## src/rtl/execute_stage.sv

```systemverilog
// Execute stage: operand select, ALU, branch target, valid/ready handshake.
// Define EXECUTE_STAGE_MUL_EN to build in the multi-cycle shift-add MUL.
module execute_stage #(
   parameter int WIDTH   = 32,
   parameter int FUNCT_W = 6
) (
   input  logic             clk,
   input  logic             rst,
   input  logic             in_valid,
   output logic             in_ready,
   input  logic [WIDTH-1:0] read_data_1,
   input  logic [WIDTH-1:0] read_data_2,
   input  logic [WIDTH-1:0] extended_offset,
   input  logic [WIDTH-1:0] old_address,
   input  logic [1:0]       alu_op,
   input  logic             alu_src,
   output logic             out_valid,
   input  logic             out_ready,
   output logic [WIDTH-1:0] alu_result,
   output logic             zero,
   output logic [WIDTH-1:0] new_address,
   output logic             illegal
);

   typedef enum logic {IDLE, MUL_BUSY} state_t;
   typedef enum logic [2:0] {
      OP_ADD, OP_SUB, OP_AND, OP_OR, OP_NOR, OP_SLT, OP_MUL, OP_ILL
   } op_t;

   state_t             state;
   op_t                op;
   logic [FUNCT_W-1:0] funct;
   logic [WIDTH-1:0]   operand_b;
   logic [WIDTH-1:0]   result;

   assign funct     = extended_offset[FUNCT_W-1:0];
   assign operand_b = alu_src ? extended_offset : read_data_2;
   assign in_ready  = !rst && (state == IDLE) && (!out_valid || out_ready);

   always_comb begin
      // NOTE: every combinational output gets a default first so no latch is inferred.
      op = OP_ILL;
      case (alu_op)
         2'b00: op = OP_ADD;
         2'b01: op = OP_SUB;
         2'b10: begin
            case (funct)
               FUNCT_W'(6'b100000): op = OP_ADD;
               FUNCT_W'(6'b100010): op = OP_SUB;
               FUNCT_W'(6'b100100): op = OP_AND;
               FUNCT_W'(6'b100101): op = OP_OR;
               FUNCT_W'(6'b100111): op = OP_NOR;
               FUNCT_W'(6'b101010): op = OP_SLT;
`ifdef EXECUTE_STAGE_MUL_EN
               FUNCT_W'(6'b011000): op = OP_MUL;
`endif
               default:             op = OP_ILL;
            endcase
         end
         default: op = OP_ILL;
      endcase
   end

   // Signed compare directly, so SLT stays correct when A-B would overflow.
   always_comb begin
      result = '0;
      case (op)
         OP_ADD:  result = read_data_1 + operand_b;
         OP_SUB:  result = read_data_1 - operand_b;
         OP_AND:  result = read_data_1 & operand_b;
         OP_OR:   result = read_data_1 | operand_b;
         OP_NOR:  result = ~(read_data_1 | operand_b);
         OP_SLT:  result = {{(WIDTH-1){1'b0}}, ($signed(read_data_1) < $signed(operand_b))};
         default: result = '0;
      endcase
   end

`ifdef EXECUTE_STAGE_MUL_EN
   localparam int CNT_W = $clog2(WIDTH);
   logic [WIDTH-1:0] mcand;
   logic [WIDTH-1:0] mplier;
   logic [WIDTH-1:0] acc;
   logic [WIDTH-1:0] mul_next;
   logic [CNT_W-1:0] cnt;

   // Low WIDTH bits of a two's-complement product equal those of the unsigned one.
   assign mul_next = acc + (mplier[0] ? mcand : '0);
`endif

   always_ff @(posedge clk) begin
      // NOTE: reset lives inside the clocked block (synchronous) and overrides every other update.
      if (rst) begin
         state       <= IDLE;
         out_valid   <= 1'b0;
         alu_result  <= '0;
         zero        <= 1'b1;
         new_address <= '0;
         illegal     <= 1'b0;
`ifdef EXECUTE_STAGE_MUL_EN
         mcand       <= '0;
         mplier      <= '0;
         acc         <= '0;
         cnt         <= '0;
`endif
      end else begin
         if (out_valid && out_ready) out_valid <= 1'b0;
         case (state)
            IDLE: begin
               if (in_valid && in_ready) begin
                  new_address <= old_address + (extended_offset << 2);
`ifdef EXECUTE_STAGE_MUL_EN
                  if (op == OP_MUL) begin
                     state  <= MUL_BUSY;
                     mcand  <= read_data_1;
                     mplier <= operand_b;
                     acc    <= '0;
                     cnt    <= '0;
                  end else
`endif
                  begin
                     alu_result <= result;
                     zero       <= (result == '0);
                     illegal    <= (op == OP_ILL);
                     out_valid  <= 1'b1;
                  end
               end
            end
`ifdef EXECUTE_STAGE_MUL_EN
            MUL_BUSY: begin
               acc    <= mul_next;
               mcand  <= mcand << 1;
               mplier <= mplier >> 1;
               cnt    <= cnt + CNT_W'(1);
               if (cnt == CNT_W'(WIDTH-1)) begin
                  alu_result <= mul_next;
                  zero       <= (mul_next == '0);
                  illegal    <= 1'b0;
                  out_valid  <= 1'b1;
                  state      <= IDLE;
               end
            end
`endif
            default: state <= IDLE;
         endcase
      end
   end

endmodule

```

## config.mk

```make
export PLATFORM = sky130hd
export DESIGN_NAME = execute_stage
export DESIGN_NICKNAME = d
export VERILOG_FILES = /design/src/rtl/execute_stage.sv
export SDC_FILE = /design/constraint.sdc
export NUM_CORES = 1
export LEC_CHECK = 0
export ABC_CLOCK_PERIOD_IN_PS = 11350
export BUFFER_PORTS_ARGS = -buffer_cell sky130_fd_sc_hd__buf_2
export CAP_MARGIN = 20
export CORE_MARGIN = 5
export CORE_UTILIZATION = 60
export CTS_CLUSTER_DIAMETER = 30
export DETAILED_ROUTE_END_ITERATION = 10
export PLACE_DENSITY_LB_ADDON = 0.15
export SLEW_MARGIN = 20
export SYNTH_ARGS = -nofsm -noshare
export SYNTH_HDL_FRONTEND = slang
export SYNTH_SLANG_ARGS = --single-unit
```

## constraint.sdc

```tcl
create_clock -name clk -period 11.35 [get_ports clk]
set_clock_uncertainty 0.15 [all_clocks]
set_input_delay 1.135 -clock clk [delete_from_list [all_inputs] [get_ports clk]]
set_output_delay 1.135 -clock clk [all_outputs]
set_load 0.01 [all_outputs]
```

# After elaboration in Yosys (flattened, before gate mapping)
# Index checks and enable logic that the tools add are counted.
# classes
add_sub_neg	3
magnitude_cmp	1
n_eq_ne	14
mux	6
bitwise_logic	3
reduce_logical	10
# op_table
cell	count
$pmux W32 S6	1
$add A32 B32 Y32	2
$eq A6 B6 Y1 const B	6
$and A32 B32 Y32	1
$logic_not A32 Y1	1
$lt A32 B32 Y1	1
$mux W32	1
$not A32 Y32	1
$or A32 B32 Y32	1
$sub A32 B32 Y32	1
$pmux W3 S6	1
$eq A3 B3 Y1 const B	3
$pmux W3 S3	1
$eq A3 B2 Y1 const B	2
$eq A3 B1 Y1 const B	1
$logic_and A1 B1 Y1	3
$logic_not A3 Y1	1
$eq A2 B1 Y1 const B	1
$eq A2 B2 Y1 const B	1
$logic_not A1 Y1	2
$logic_not A2 Y1	1
$mux W1	2
$reduce_bool A2 Y1	1
$logic_or A1 B1 Y1	1
# totals
register_bits	67
inputBits	135

# Depth between registers and ports, before layout
# Gate-level depths: netlist of run 1.
# depth
word_depth	6
mapped_depth	18

# Worst setup path after synthesis of run 1
# OpenSTA, ideal clock, no wires.
# synth_timing
path_kind	input to register
start	input port alu_src
end	register zero
setup_time_ns	0.084
arrival_ns	5.181
slack_ns	5.935
stages	18
path_buffers	2
cell_sequence	clkbuf_1 buf_1 mux2i_1 inv_1 ha_1 inv_1 fa_1 nand2b_1 a211oi_1 o21ba_2 o2111ai_1 and3_1 a2111oi_2 nor2_1 or4b_1 a2111oi_2 nand3_1 o31ai_2
# synth_between
elab_chain_len	5
word_cells_on_any_way	9
# synth_lines
element	line	text
start: declaration	16	input logic alu_src,
$mux W32 (*)	37	assign operand_b = alu_src ? extended_offset : read_data_2;
branches (longest 2 deep; another with $sub A32 B32 Y32)	--	
$pmux W32 S6 (*)	67	case (op)
$logic_not A32 Y1 (*)	122	zero <= (result == '0);
end signal: assignment	122	
end: declaration	20	output logic zero,
# Mark *: on every way between the ends.
# A chain may end at the register's enable or synchronous reset.

# Worst setup path in the final report of run 1
# Same ends and word-level chain as after synthesis.

==> results of run 1 <==
==> report_power, final <==
group	leakage [nW]	switching, mW	internal (mW)
Combinational	4.64	0.357	0.216
Sequential	0.552	0.0143	0.262
Clock	0.137	0.104	0.159
==> per-layer routing <==
metal	GRT usage (%)	wire length, um	vias to the layer above
met5	0	0	-
met4	24.5	2850	0
met3	5.74	3580	185
met2	62.5	16800	725
met1	45.8	13800	5094
li1	-	-	5272
==> cell type report <==
| class | count | area share [%] |
|---|---|---|
| Antenna cell | 2 | 0.0452 |
| Clock buffer | 14 | 2.38 |
| Clock inverter | 2 | 0.0904 |
| Inverter | 110 | 3.74 |
| Multi-Input combinational cell | 1092 | 69.1 |
| Sequential cell | 67 | 12.1 |
| Tap cell | 216 | 2.44 |
| Timing Repair Buffer | 215 | 10.1 |
==> cells by family (layout without fill, tap and decap cells) <==
group	count (synthesis)	count (layout)
other cells	0	2
buf+inv	184	341
compound gates	454	454
simple gates	432	432
flops	67	67
fa+ha+maj	129	129
mux	46	46
xor+xnor	31	31
==> worst max path at each step <==
stage / from / to / slack [ps] / cells after the start
final: alu_src / zero / 5380 / 15
after global routing: alu_src / zero / 5230 / 15
after floorplan: alu_src / zero / 5930 / 18
after detailed placement: alu_src / zero / 5230 / 15
after CTS: alu_src / zero / 5540 / 15
after global placement: alu_src / zero / 5270 / 16
==> registers in the layout, indices dropped and copies added (netlist names) <==
name and count:
out_valid 1, zero 1, new_address 32, illegal 1
alu_result 32
==> critical path, delay by kind of cell <==
kind	cells	cell delay [ps]
adder cells (fa/ha/maj)	1	410
buffers and inverters	3	1040
AND/OR/NAND/NOR	2	530
multiplexers	1	350
AO/OA/AOI/OAI	8	2550
==> synthesized netlist by cell type (all sizes together) (22+ instances only) <==
library cell | number | area share, %
ha | 126 | 16
a211oi | 26 | 2.0
mux2i | 44 | 4.6
nand3 | 79 | 4.1
nand2 | 102 | 4.0
o21ai | 107 | 5.5
dfxtp | 67 | 14
a21oi | 94 | 4.9
clkbuf | 56 | 2.2
a21o | 27 | 2.1
inv | 109 | 4.2
nor2 | 106 | 4.1
nand4 | 22 | 1.4
nor3 | 29 | 1.5
==> per-stage QoR <==
stage | power (mW) | std cells | cell area, um^2 | utilization [%] | hold slack, ps
CTS | 1.10 | 1716 | 11100 | 69.9 | 302
global placement | 0.828 | 1699 | 10800 | 68.0 | 289
detailed placement | 0.834 | 1700 | 10800 | 68.1 | 293
floorplan | 0.657 | 1343 | 9650 | - | 328
finish | 1.11 | 1718 | 11100 | 69.9 | 300
global route | 1.17 | 1718 | 11100 | 69.9 | 320
==> summary.md, run 1 <==
| Metric | Value |
|---|---|
| Die Width | 137 um |
| Max Cap Violations | 0 |
| Post-layout min period | 5970 ps |
| DR iter-0 viols | 1156 |
| Number of global-route vias before repair | 10400 |
| Final ANT Viol Nets | 0 |
| RSZ-0062 raised after global routing | no |
| Routed len/inst | 21.5 um |
| Critical Path RT | 11450 ps |
| Post-synthesis mux area share | 4.80% |
| Detail Placement HPWL | 28300 um |
| Largest fanout on the critical path | 18 |
| Initial Util | 61.0% |
| Final Hold Fails | 0 |
| Final slew viol count | 0 |
| Drt first pass iters | 6 |
| Post-cts repair resize count | 0 |
| Count of state elements after synthesis | 67 |
| Largest net degree at the start of global routing | 65 |
| WS Path Type | in2reg |
| DR vias | 11300 |
| Syn Area/Cell | 7.19 um^2 |
| Slew at the pin closest to its max-slew limit | 1100 ps |
| Cell Rows | 46 |
| Seq/Total Area, Yosys | 13.9% |
| # nets final | 1759 |
| Htree depth | 3 |
| Post-route worst setup slack | 5380 ps |
| Share of layout cells above drive strength 1 | 17.9% |
| Area of the multi-input gates | 7650 um^2 |
| Synth Area in Compound Gates | 32.7% |
| CP peak stage delay | 490 ps |
| Worst Hold Class | reg2reg |
| Slowest CP cell | buf_2 |
| Area of the core | 15800 um^2 |
| GRT Total Usage | 37.9% |
| Post-Place Worst Slack | 5230 ps |
| Register area | 1340 um^2 |
| Most frequent cells in the layout | buf_2 (202), ha_1 (126), inv_1 (107) |
| Reg2reg end | zero |
| Initial antenna violation count | 2 |
| Worst R2R Start | out_valid |
| Post-Syn Instances | 1343 |
| Post-synth top flop | dfxtp_1 |
| Via-per-instance ratio | 6.56 |
| IO Count | 203 |
| Reg2Reg Setup Slack | 8240 ps |
| IO Port Bufs | 202 |
| Leak | 5.33 nW |
| Mapped Area | 9650 um^2 |
| WHS Path Cells | 2 |
| P per Cell Area | 100 nW/um^2 |
| Clock Sinks | 67 |
| Largest family of logic cells by synthesized area | compound AO/OA/AOI/OAI gates |
| Hold Startpoint | new_address[1] |
| Arrival @ worst endpoint | 6070 ps |
| Clk root buf | clkbuf_16 |
| Layout fillers | 1419 |
| Die ar. | 18700 um^2 |
| Clk slew on worst S/H paths | 50 ps |
| Gr ovfl total | 0 |
| GPL Wtd Cong | 1.05 |
| Clock Latency Late Sink | 330 ps |
| Cell variety after synth | 89 |
| Run status | finished, final reports clean |
| Worst VDD drop | 0.0901 mV |
| Max Fclk | 0.168 GHz |
| WL final | 37000 um |
| Setup TNS | 0 ps |
| Hold buffers post-CTS | 0 |
| Remaining DRCs | 0 |
| Synth Area in Adders | 17.0% |
| Final setup fails | 0 |
| Syn nets | 1607 |
| Tcrit/Tclk final | 52.6% |
| Synth Area in XOR/XNOR | 2.81% |
| Post-synth EDFFs | 0 |
| Crit path cell chain | buf_2 -> buf_4 -> mux2i_1 -> ha_1 -> inv_2 -> o311a_1 -> o221ai_1 -> o211ai_1 -> o21ai_0 -> a221o_1 -> a21oi_1 -> a41oi_1 -> nor4_1 -> nand3_1 -> o31ai_2 |
| Critical Path Start Type | input pin |
| Area Growth Syn to Fin | 14.7% |
| R2R cell count | 11 |
| Num CTS Buffers | 9 |
| Post-Synth Simple-Gate Area | 21.6% |
| FFs w/ async S/R, synth | 0% |
| Setup bufs post-CTS | 0 |
| Slew margin rel. | 26.6% |
| CTS tree | done |
| Bufs on Longest Clock Path | 2 |
| Yosys warning count | 0 |
| Crit path capture type | register |
| Most common cell after layout, fill and taps aside | buf_2 |
| Chip Height | 137 um |
| WHS Endpoint | new_address[1] |
| First-pass GRT wire length | 55200 um |
No activity file was read; power rests on OpenSTA's default activity.
==> run 2, diff against run 1 <==
- ABC_CLOCK_PERIOD_IN_PS: 11350 -> 5210
- CORE_UTILIZATION: 60 -> 52
- clock period: 11.35 -> 5.21 ns (I/O delays scaled with it)
==> run 2 against run 1 <==
Compared with the run above:
- hold slack worse by 82 ps
- die area increased by 14%
- sequential share of layout area decreased by 0.37 points
- first-iteration DRC count fell by 20%
- cell count is 2.7% higher
- combinational power grew 120%
- setup slack worse by 4900 ps
- clock power rose to 3.0 times the previous value
- register-to-register slack worse by 5600 ps
- via count shrank 0.99%
- critical path type unchanged
- largest cell class unchanged
==> summary.md, run 2 (same netlist as run 1, synthesis figures left out) <==
| Metric | Value |
|---|---|
| Detail Placement HPWL | 30000 um (+6.3%) |
| Layout fillers | 1705 (+20%) |
| First-pass GRT wire length | 57500 um (+4.2%) |
| # nets final | 1793 (+1.9%) |
| Routed len/inst | 21.4 um (-0.78%) |
| Max Cap Violations | 0 (unchanged) |
| WS Path Type | in2reg |
| Htree depth | 3 (unchanged) |
| Reg2Reg Setup Slack | 2600 ps (-5640 ps) |
| DR iter-0 viols | 922 (-20%) |
| Gr ovfl total | 0 (unchanged) |
| Clock Latency Late Sink | 340 ps (about the same) |
| Critical Path RT | 5330 ps (-6120 ps) |
| Share of layout cells above drive strength 1 | 19.8% (+2.0 points) |
| Via-per-instance ratio | 6.33 (-3.6%) |
| RSZ-0062 raised after global routing | no |
| Worst Hold Class | in2reg |
| Setup TNS | 0 ps (unchanged) |
| WL final | 37700 um (+1.9%) |
| IO Count | 203 (unchanged) |
| Final slew viol count | 0 (unchanged) |
| Cell Rows | 49 (+6.5%) |
| Slew at the pin closest to its max-slew limit | 1060 ps (-37.6 ps) |
| Drt first pass iters | 5 (-1) |
| CTS tree | done |
| IO Port Bufs | 202 (unchanged) |
| Run status | finished, final reports clean |
| Post-layout min period | 4760 ps |
| GRT Total Usage | 33.3% (-4.6 points) |
| Cells after DPL | 1747 (+2.8%) |
| Tcrit/Tclk final | 91.3% |
| Critical Path Start Type | input pin |
| Finished Layout Cells | 1765 (+2.7%) |
| Final ANT Viol Nets | 0 (unchanged) |
| Leak | 5.53 nW (+3.8%) |
| Clk slew on worst S/H paths | 60 ps (about the same) |
| Area of the core | 18100 um^2 (+15%) |
| Die ar. | 21400 um^2 (+14%) |
| Arrival @ worst endpoint | 4870 ps (-1200 ps) |
| Reg2reg end | zero |
| Remaining DRCs | 0 (unchanged) |
| Most frequent cells in the layout | buf_2 (202), ha_1 (126), inv_1 (107) |
| Die Width | 146 um (+6.9%) |
| R2R cell count | 11 (unchanged) |
| Hold Startpoint | old_address[1] |
| Most common cell after layout, fill and taps aside | buf_2 |
| Setup bufs post-CTS | 0 (unchanged) |
| Chip Height | 146 um (+6.9%) |
| Crit path capture type | register |
| Worst R2R Start | out_valid |
| Post-cts repair resize count | 0 (unchanged) |
| Initial Util | 53.2% (-7.8 points) |
| Largest registers | alu_result x32, new_address x32 |
| Number of global-route vias before repair | 10600 (+2.2%) |
| Clock Sinks | 67 (unchanged) |
| DR vias | 11200 (-0.99%) |
| Num CTS Buffers | 9 (unchanged) |
| Final setup fails | 0 (unchanged) |
| WHS Endpoint | new_address[1] |
| P per Cell Area | 233 nW/um^2 (+130%) |
| Largest net degree at the start of global routing | 107 (+65%) |
| Hold buffers post-CTS | 0 (unchanged) |
| Largest fanout on the critical path | 18 (unchanged) |
| Initial antenna violation count | 3 (+1) |
| Max Fclk | 0.210 GHz |
| Final Hold Fails | 0 (unchanged) |
| Slew margin rel. | 29.1% (+2.5 points) |
| Clk root buf | clkbuf_16 |
| Area Growth Syn to Fin | 18.3% |
| Bufs on Longest Clock Path | 2 (unchanged) |
| Worst VDD drop | 0.216 mV (+140%) |
| WHS Path Cells | 3 (+1) |
| GPL Wtd Cong | 1.06 (+0.75%) |
## run 2: changes by cell type in the layout (fill, tap and decap cells not counted), moves of 3 or more
cell and change:
buf_4 +35, bufinv_16 +4, clkbuf_1 -3, clkinv_2 -3
## run 2: power by group
part	switching, mW	total, mW	internal [mW]
clock	0.250	0.780	0.530
sequential	0.0276	0.598	0.570
combinational	0.784	1.28	0.500
## run 2: worst max path at each step
stage                       start    to  slack [ps]  cells past startpoint
after floorplan           alu_src  zero         410                     18
after global placement    alu_src  zero         280                     18
after detailed placement  alu_src  zero         170                     15
after CTS                 alu_src  zero         540                     15
after global routing      alu_src  zero          80                     16
final                     alu_src  zero         450                     14
## run 2: through the flow
step	hold slack, ps	power (mW)	util, %	worst slack, ps	instance area [um^2]
3_3_place_gp	290	1.85	60.8	283	11000
2_1_floorplan	328	1.43	-	409	9650
4_1_cts	208	2.65	62.9	536	11400
5_1_grt	231	2.81	62.9	79.4	11400
6_report	218	2.66	62.9	453	11400
3_5_place_dp	295	1.86	60.8	168	11000
## run 2: worst max-delay path, cell delays in order
cell and delay [ps]:
buf_2 160, buf_4 360, mux2i_1 350, ha_1 460, inv_1 170, o31ai_1 480
a221oi_1 230, and3_1 280, a2111oi_2 390, nor2_1 70, or4b_1 570, a2111oi_2 440
nand3_1 140, o31ai_2 220
## run 2: area by class of cell
class	count	area, um^2	area share (%)
diodes	2	5.00	0.0438
repair buffers	249	1360	11.9
multi-input cells	1092	7630	66.8
well taps	229	287	2.51
inverters	110	413	3.62
flip-flops and latches	67	1340	11.7
clock buffers	10	239	2.09
clock inverters	6	136	1.19
## run 2: layer usage
metal	up-vias	part of all wire [%]	GRT usage, %
met5	-	0	0
met4	0	6.3	19.3
met3	137	7.7	5.42
met2	578	46	55.4
met1	5114	40	40.6
li1	5335	-	-
==> run 3, diff against run 2 <==
- CELL_PAD_IN_SITES_DETAIL_PLACEMENT: default -> 0
- CELL_PAD_IN_SITES_GLOBAL_PLACEMENT: default -> 1
- CORE_UTILIZATION: 52 -> 37
- HOLD_SLACK_MARGIN: default -> 0.15
==> run 3 against run 2 <==
Compared with the run above:
- critical path depth grew 3
- combinational power rose by 5%
- flip-flop and latch count stayed put
- via count is 0.73% lower
- sequential share of layout area shrank 0.27 points
- clock power down 23%
- largest power group unchanged
- highest routed layer unchanged
==> summary.md, run 3 (same netlist as run 1, synthesis figures left out) <==
| Metric | Value |
|---|---|
| Setup crit start | alu_src |
| IO Port Bufs | 202 (unchanged) |
| Clk root buf | clkbuf_16 |
| Largest fanout on the critical path | 16 (-2) |
| Initial Util | 37.3% (-16 points) |
| Htree depth | 3 (unchanged) |
| Final slew viol count | 0 (unchanged) |
| P per Cell Area | 217 nW/um^2 (-7.0%) |
| Critical Path Start Type | input pin |
| Critical Path RT | 5320 ps (about the same) |
| Remaining DRCs | 0 (unchanged) |
| Number of global-route vias before repair | 10600 (-0.83%) |
| Clk slew on worst S/H paths | 70 ps (about the same) |
| Detail Placement HPWL | 33200 um (+10%) |
| WHS Path Cells | 3 (unchanged) |
| Total power | 2.53 mW (-4.8%) |
| Final ANT Viol Nets | 0 (unchanged) |
| Worst R2R Start | out_valid |
| Gr ovfl total | 0 (unchanged) |
| Area Growth Syn to Fin | 21.1% |
| Largest net degree at the start of global routing | 62 (-42%) |
| WL final | 41300 um (+9.4%) |
| Run status | finished, final reports clean |
| Die Width | 172 um (+17%) |
| Worst VDD drop | 0.139 mV (-36%) |
| Chip Height | 172 um (+17%) |
| Worst Hold Class | in2reg |
| Crit path capture type | register |
| Via-per-instance ratio | 5.83 (-7.8%) |
| Max Fclk | 0.210 GHz (-0.28%) |
| Hold Startpoint | old_address[0] |
| DR vias | 11100 (-0.73%) |
| Post-layout min period | 4770 ps (+13.6 ps) |
| Clock Latency Late Sink | 340 ps (about the same) |
| Leak | 5.63 nW (+1.9%) |
| Slew at the pin closest to its max-slew limit | 1050 ps (-7.96 ps) |
| Largest registers | alu_result x32, new_address x32 |
| Initial antenna violation count | 1 (-2) |
| DR iter-0 viols | 1116 (+21%) |
| Cell Rows | 59 (+20%) |
| Routed len/inst | 21.7 um (+1.6%) |
| Num CTS Buffers | 9 (unchanged) |
| Max Cap Violations | 0 (unchanged) |
| Most common cell after layout, fill and taps aside | buf_2 |
| Die ar. | 29400 um^2 (+38%) |
| CTS tree | done |
| R2R cell count | 11 (unchanged) |
| Hold buffers post-CTS | 0 (unchanged) |
| First-pass GRT wire length | 61200 um (+6.4%) |
| GRT Total Usage | 26.8% (-6.4 points) |
| RSZ-0062 raised after global routing | no |
| WS Path Type | in2reg |
| GPL Wtd Cong | 0.973 (-7.9%) |
| Post-cts repair resize count | 0 (unchanged) |
| # nets final | 1824 (+1.7%) |
| Tcrit/Tclk final | 91.6% (+0.26 points) |
| Drt first pass iters | 6 (+1) |
| Slew margin rel. | 29.7% (+0.53 points) |
| IO Count | 203 (unchanged) |
| Share of layout cells above drive strength 1 | 21.4% (+1.5 points) |
| Most frequent cells in the layout | buf_2 (202), ha_1 (126), inv_1 (107) |
| Final setup fails | 0 (unchanged) |
| Area of the core | 25900 um^2 (+43%) |
| Setup TNS | 0 ps (unchanged) |
| Bufs on Longest Clock Path | 2 (unchanged) |
| Setup bufs post-CTS | 0 (unchanged) |
| Final Hold Fails | 0 (unchanged) |
| Arrival @ worst endpoint | 4880 ps (about the same) |
| Clock Sinks | 67 (unchanged) |
==> run 3: changes by cell type in the layout (fill, tap and decap cells not counted), sizes merged <==
cell,change
clkinv,+2
buf,+31
bufinv,-4
clkinvlp,+1
diode,-1
==> run 3: final cells by class <==
class                   count  area, um^2
diodes                      1        2.50
clock buffers              10         239
clock inverters             5        30.0
fillers                  2724       14200
inverters                 110         413
multi-input cells        1092        7630
flip-flops and latches     67        1340
well taps                 335         419
repair buffers            280        1610
==> run 3: where the power goes <==
group | switching (mW) | leakage, nW | total (mW) | internal (mW)
clock | 0.267 | 0.130 | 0.597 | 0.331
combinational | 0.804 | 4.95 | 1.34 | 0.533
sequential | 0.0298 | 0.552 | 0.600 | 0.570
total | 1.10 | 5.63 | 2.53 | 1.43
==> run 3: routing by layer <==
layer / share of wire (%) / vias up / global-route usage, % / wire, um
met2: 49 / 438 / 47.2 / 20100
met1: 42 / 5163 / 33.5 / 17300
met3: 6.0 / 82 / 3.82 / 2480
li1: - / 5399 / - / -
met5: 0 / - / 0 / 0
met4: 3.4 / 0 / 9.40 / 1410
==> run 3: path summary, 6_finish.rpt <==
check,end,slack (ps)
max reg2reg,zero,2190
max,zero,440
min,new_address[0],200
min reg2reg,new_address[1],300
==> run 3: critical path, cell delays in order <==
cell and delay (ps):
buf_2 110, buf_12 170, mux2i_1 440, inv_1 140, fa_1 430, nor2_1 190
o311a_1 250, o22ai_1 110, o311a_1 290, a2111oi_0 550, a21oi_1 170, nor4_1 390
buf_4 180, nand4_1 160, a2111oi_2 370, nand3_1 170, o31ai_2 230
==> run 3: stage by stage <==
step / worst slack, ps / hold slack, ps / std cells / utilization, % / instance area (um^2)
global route: 147 / 214 / 1900 / 45.1 / 11700
CTS: 458 / 197 / 1899 / 45.1 / 11700
global placement: 192 / 288 / 1884 / 44.1 / 11400
finish: 440 / 200 / 1900 / 45.1 / 11700
detailed placement: 116 / 293 / 1884 / 44.1 / 11400
floorplan: 409 / 328 / 1343 / - / 9650
